--- src/rtl/dma_pkg.sv ---
// Shared constants for the AHB-lite DMA initiator: FSM state codes,
// AHB transfer/size encodings and the fixed protection attribute.
package dma_pkg;

  typedef logic [2:0] state_t;

  localparam state_t S_IDLE = 3'd0;
  localparam state_t S_RD_A = 3'd1;
  localparam state_t S_RD_D = 3'd2;
  localparam state_t S_WR_A = 3'd3;
  localparam state_t S_WR_D = 3'd4;
  localparam state_t S_DONE = 3'd5;

  localparam logic [1:0] HTRANS_IDLE   = 2'b00;
  localparam logic [1:0] HTRANS_NONSEQ = 2'b10;

  localparam logic [1:0] SZ_BYTE = 2'd0;
  localparam logic [1:0] SZ_HALF = 2'd1;
  localparam logic [1:0] SZ_WORD = 2'd2;

  localparam logic [3:0] HPROT_DATA = 4'b0011;

  // Size code 3 behaves exactly like a word beat.
  function automatic logic [1:0] norm_size(input logic [1:0] s);
    return (s == 2'd3) ? SZ_WORD : s;
  endfunction

endpackage

--- src/rtl/dma_lane_align.sv ---
// Picks the beat out of the read bus at the source lane and replicates
// it across every write lane, so the destination lane is always covered.
module dma_lane_align
  import dma_pkg::*;
(
  input  logic [31:0] rdata,
  input  logic [1:0]  addr_lo,
  input  logic [1:0]  size,
  output logic [31:0] wdata
);

  logic [7:0]  beat_b;
  logic [15:0] beat_h;

  always_comb begin
    beat_b = rdata[{addr_lo, 3'b000} +: 8];
    beat_h = rdata[{addr_lo[1], 4'b0000} +: 16];
    case (size)
      SZ_BYTE: wdata = {4{beat_b}};
      SZ_HALF: wdata = {2{beat_h}};
      default: wdata = rdata;
    endcase
  end

endmodule

--- src/rtl/ahb_dma_master.sv ---
// AHB-lite DMA initiator: single read/write pairs per beat, DONE pulse at end.
// Define DMA_ERR_RESP_EN to abort on an ERROR response and flag DMAerr.
module ahb_dma_master
  import dma_pkg::*;
#(
  parameter int ADDR_W = 32,
  parameter int DATA_W = 32
) (
  input  logic              HCLK,
  input  logic              HRESET,
  input  logic              DMAstart,
  input  logic [ADDR_W-1:0] DMAsrc,
  input  logic [ADDR_W-1:0] DMAdst,
  input  logic [1:0]        DMAsize,
  input  logic [ADDR_W-1:0] DMAlen,
  output logic [ADDR_W-1:0] HADDR,
  output logic [1:0]        HTRANS,
  output logic [2:0]        HSIZE,
  output logic [2:0]        HBURST,
  output logic [3:0]        HPROT,
  output logic              HMASTLOCK,
  output logic              HWRITE,
  output logic [DATA_W-1:0] HWDATA,
  input  logic [DATA_W-1:0] HRDATA,
  input  logic              HREADY,
  input  logic [1:0]        HRESP,
  output logic              DMAbusy,
  output logic              DMAdone,
  output logic              DMAerr
);

  state_t            state_q, state_d;
  logic              start_q;
  logic [ADDR_W-1:0] src_q, src_d;
  logic [ADDR_W-1:0] dst_q, dst_d;
  logic [ADDR_W-1:0] len_q, len_d;
  logic [1:0]        size_q, size_d;
  logic [DATA_W-1:0] buf_q, buf_d;
  logic              err_q, err_d;
  logic [DATA_W-1:0] rd_beat;
  logic [ADDR_W-1:0] step;
  logic              start_acc;
  logic              bus_err;
  logic              unused_hresp;

  dma_lane_align u_align (
    .rdata   (HRDATA),
    .addr_lo (src_q[1:0]),
    .size    (size_q),
    .wdata   (rd_beat)
  );

  assign start_acc = DMAstart & ~start_q
                   & (state_q == S_IDLE);
  assign step = ADDR_W'(1) << size_q;
  assign unused_hresp = ^HRESP;

`ifdef DMA_ERR_RESP_EN
  assign bus_err = HREADY & HRESP[0];
`else
  assign bus_err = 1'b0;
`endif

  always_comb begin
    state_d = state_q;
    src_d   = src_q;
    dst_d   = dst_q;
    len_d   = len_q;
    size_d  = size_q;
    buf_d   = buf_q;
    err_d   = err_q;
    case (state_q)
      S_IDLE: if (start_acc) begin
        src_d   = DMAsrc;
        dst_d   = DMAdst;
        size_d  = norm_size(DMAsize);
        len_d   = DMAlen;
        err_d   = 1'b0;
        state_d = (DMAlen == '0) ? S_DONE : S_RD_A;
      end
      S_RD_A: if (HREADY) state_d = S_RD_D;
      S_RD_D: if (bus_err) begin
        err_d   = 1'b1;
        state_d = S_DONE;
      end else if (HREADY) begin
        buf_d   = rd_beat;
        state_d = S_WR_A;
      end
      S_WR_A: if (HREADY) state_d = S_WR_D;
      S_WR_D: if (bus_err) begin
        err_d   = 1'b1;
        state_d = S_DONE;
      end else if (HREADY) begin
        src_d   = src_q + step;
        dst_d   = dst_q + step;
        len_d   = len_q - ADDR_W'(1);
        state_d = (len_q == ADDR_W'(1)) ? S_DONE : S_RD_A;
      end
      S_DONE:  state_d = S_IDLE;
      default: state_d = S_IDLE;
    endcase
  end

  always_ff @(posedge HCLK or posedge HRESET) begin
    if (HRESET) begin
      state_q <= S_IDLE;
      start_q <= 1'b0;
      src_q   <= '0;
      dst_q   <= '0;
      len_q   <= '0;
      size_q  <= '0;
      buf_q   <= '0;
      err_q   <= 1'b0;
    end else begin
      state_q <= state_d;
      start_q <= DMAstart;
      src_q   <= src_d;
      dst_q   <= dst_d;
      len_q   <= len_d;
      size_q  <= size_d;
      buf_q   <= buf_d;
      err_q   <= err_d;
    end
  end

  // Address phases only; data phases present IDLE so no pipelining occurs.
  assign HTRANS = (state_q == S_RD_A || state_q == S_WR_A)
                ? HTRANS_NONSEQ : HTRANS_IDLE;
  assign HADDR = (state_q == S_RD_A) ? src_q
               : (state_q == S_WR_A) ? dst_q : '0;
  assign HWRITE    = (state_q == S_WR_A);
  assign HWDATA    = buf_q;
  assign HSIZE     = {1'b0, size_q};
  assign HBURST    = 3'b000;
  assign HPROT     = HPROT_DATA;
  assign HMASTLOCK = 1'b0;
  assign DMAbusy   = (state_q != S_IDLE) && (state_q != S_DONE);
  assign DMAdone   = (state_q == S_DONE);
  assign DMAerr    = err_q;

endmodule

--- config.mk ---
export PLATFORM = sky130hd
export DESIGN_NAME = ahb_dma_master
export DESIGN_NICKNAME = d
export VERILOG_FILES = /design/src/rtl/dma_pkg.sv /design/src/rtl/dma_lane_align.sv /design/src/rtl/ahb_dma_master.sv
export SDC_FILE = /design/constraint.sdc
export NUM_CORES = 1
export LEC_CHECK = 0
export ABC_AREA = 1
export CAP_MARGIN = 20
export CORE_MARGIN = 5
export CORE_UTILIZATION = 57
export CTS_CLUSTER_SIZE = 40
export DETAILED_ROUTE_END_ITERATION = 10
export MAX_ROUTING_LAYER = met4
export PLACE_DENSITY = 0.88
export SYNTH_ARGS = -nofsm -noshare
export SYNTH_HDL_FRONTEND = slang
export SYNTH_SLANG_ARGS = --single-unit
--- constraint.sdc ---
create_clock -name HCLK -period 9.2 [get_ports HCLK]
set_input_delay 2.76 -clock HCLK [delete_from_list [all_inputs] [get_ports HCLK]]
set_output_delay 2.76 -clock HCLK [all_outputs]
set_load 0.1 [all_outputs]
==> flow_metrics.tcl <==
set metrics [dict create \
    finalSetupViolCount 0 \
    multi_input_area_um2 5660 \
    critical_path_required_ns 6.44 \
    hold_viol 0 \
    synth.most_common_cell "nand2_1" \
    grt_pass1_vias 10800 \
    netlist.area_leader.share 0.325 \
    period_minus_slack_ns 6.16 \
    dieArea_um2 20900 \
    cts_resized 0 \
    clock.fmax_ghz 0.162 \
    timing.slew.headroom 0.297 \
    path_clk_slew_ns 0.06 \
    fin_area_um2 13000 \
    start_util 0.576 \
    clock-sinks 134 \
    crit_type "flip-flop to output port" \
    p_per_area_nw_per_um2 396 \
    slew_viol_final 0 \
    r2r_slack_ns 5.97 \
    finalWirelength_um 33800 \
    hp-class "flip-flop to flip-flop" \
    hpwl_um 24400 \
    drt-pass1-iter-count 6 \
    grt_pass1_wl_um 53300 \
    routed_via_density 5.72 \
    cp.arrival_ns 3.40 \
    cts-htree-levels 4 \
    row_count 49 \
    critPathLaunchType "flip-flop" \
    antenna_found_initial 1 \
    clk_latency_ns 0.43 \
    grt_setup_unrepaired "no" \
    drv_cap 0 \
    cts.path.max_buffers 2 \
    tightest_slew_ns 1.05 \
    io-pin-count 217 \
    vdd_ir_drop_max_v 0.000354 \
    cts_tree "yes" \
    fin_setup_tns_ns 0 \
    synthArstFlopShare 1.00 \
    vias 11800 \
    synth_area_leaders "dfrtp_1 33%, nand2_1 17%, inv_1 8.5%, nand3_1 7.8%, nor2_1 6.7%" \
    drcViolationCount 0 \
    syn_area_um2 10300 \
    holdBufCountCts 0 \
    port-buffer-count 203 \
    dp_slack_ns 3.28 \
    critPathMaxFanout 18 \
    coreArea_um2 17900 \
    ys.flop_type "dfrtp_1" \
    gr-total-overflow 0 \
    layout-drive-gt1-share 0.0421 \
    leakage_nw 5.97 \
    numCtsBuffers 17 \
    drtIter0Drc 1199 \
    gp_congestion 0.958 \
    worst_slack_ns 3.04 \
    postRouteAntennaNets 0 \
    nFillCells 1499 \
    seq_area_frac_synth 0.325 \
    gr-usage-all-layers 0.329 \
    area_delta_synth_final_pct 26.4 \
    die_h_um 144 \
    synth-edff-count 0 \
    fin_nets 1958 \
    syn-instance-count 1649 \
    end_kind "output port" \
    synth_seq_cells 134 \
    final-seq-area_um2 3350 \
    grt_max_degree 101 \
    synth_top_cell_by_area "dfrtp_1" \
    wl_per_cell_um 16.4 \
    synth.avg_cell_area_um2 6.25 \
    final.setup_skew_ns 0.0112 \
    period_share 0.670 \
    run_status "finished clean" \
    dpl_cell_area_um2 12300 \
    yosys.cell_types.count 43 \
    cts-root-buf "clkbuf_16" \
    yosysWarnings 0 \
    netlist_top_cells_count "457 x nand2_1, 234 x inv_1, 185 x nor2_1" \
    post_cts_buffers 0 \
    die_x_um 144 \
]
[flip-flops by register name, summed over array words and instances, names as in the netlist]
register,count
state_q,3
HWDATA,32
src_q,32
dst_q,32
size_q,2
start_q,1
len_q,32
[cells by family (layout without fill, tap and decap cells)]
family | count (synthesis) | after routing | synth area share
simple gates | 907 | 907 | 0.376
buf+inv | 320 | 489 | 0.131
compound gates | 254 | 254 | 0.137
flops | 134 | 134 | 0.325
xor+xnor | 16 | 16 | 0.0136
fa+ha+maj | 8 | 8 | 0.00971
mux | 8 | 8 | 0.00777
other cells | 2 | 12 | 0.000729
[cell usage in the layout (no fill, tap or decap), types with 11 or more instances in the layout]
cell	synthesis	layout
nand3_1	161	161
clkbuf_16	0	17
dfrtp_1	134	134
clkdlybuf4s50_1	0	203
conb_1	2	11
o22ai_1	37	37
nand4_1	37	37
o21ai_1	21	21
o211ai_1	16	16
inv_1	234	233
a21oi_1	41	41
nor3_1	32	32
o21ai_0	124	124
xor2_1	16	16
nand2_1	457	457
nor2_1	185	184
[through the flow]
step           total power, W   util  hold slack [ns]  std cells
2_1_floorplan         0.00354      -            0.471       1658
3_3_place_gp          0.00424  0.688            0.482       2021
5_1_grt               0.00544  0.728            0.527       2057
4_1_cts               0.00510  0.724            0.505       2053
3_5_place_dp          0.00431  0.688            0.487       2021
6_report              0.00516  0.728            0.504       2057
[routing by layer]
| metal | vias up | global-route usage | routed length, µm |
|---|---|---|---|
| li1 | 5625 | - | - |
| met1 | 5407 | 0.436 | 13800 |
| met2 | 653 | 0.513 | 15600 |
| met3 | 81 | 0.0496 | 3360 |
| met4 | 0 | 0.125 | 1080 |
| met5 | - | - | 0 |
[power breakdown]
part | leakage, nW | switching [W] | total (W) | internal [W]
sequential | 1.59 | 0.000284 | 0.00116 | 0.000874
combinational | 4.06 | 0.00244 | 0.00323 | 0.000797
clock | 0.318 | 0.000265 | 0.000767 | 0.000503
[worst max-delay path, stage by stage, from the launching register on]
cell	delay (ns)
dfrtp_1	0.36
inv_1	0.10
nor2_1	0.22
nand2_1	0.47
buf_8	0.34
o21ai_0	0.28
clkdlybuf4s50_1	1.20
[final timing paths]
kind	from	endpoint	cells past startpoint
min in group asynchronous	HRESET	HWDATA[16]	2
max in group asynchronous	HRESET	src_q[3]	3
min reg2reg	HWDATA[5]	HWDATA[5]	2
min	HWDATA[5]	HWDATA[5]	2
max	state_q[0]	HADDR[0]	6
max reg2reg	size_q[0]	dst_q[8]	12
[final cells by class]
| type | instances | share of cell area |
|---|---|---|
| Multi-Input combinational cell | 1204 | 0.434 |
| Sequential cell | 134 | 0.257 |
| Timing Repair Buffer | 214 | 0.166 |
| Inverter | 243 | 0.0706 |
| Clock buffer | 24 | 0.0370 |
| Tap cell | 229 | 0.0220 |
| Clock inverter | 8 | 0.0130 |
| Antenna cell | 1 | 0.000192 |
Note: power is estimated with default switching activity, not from simulation.
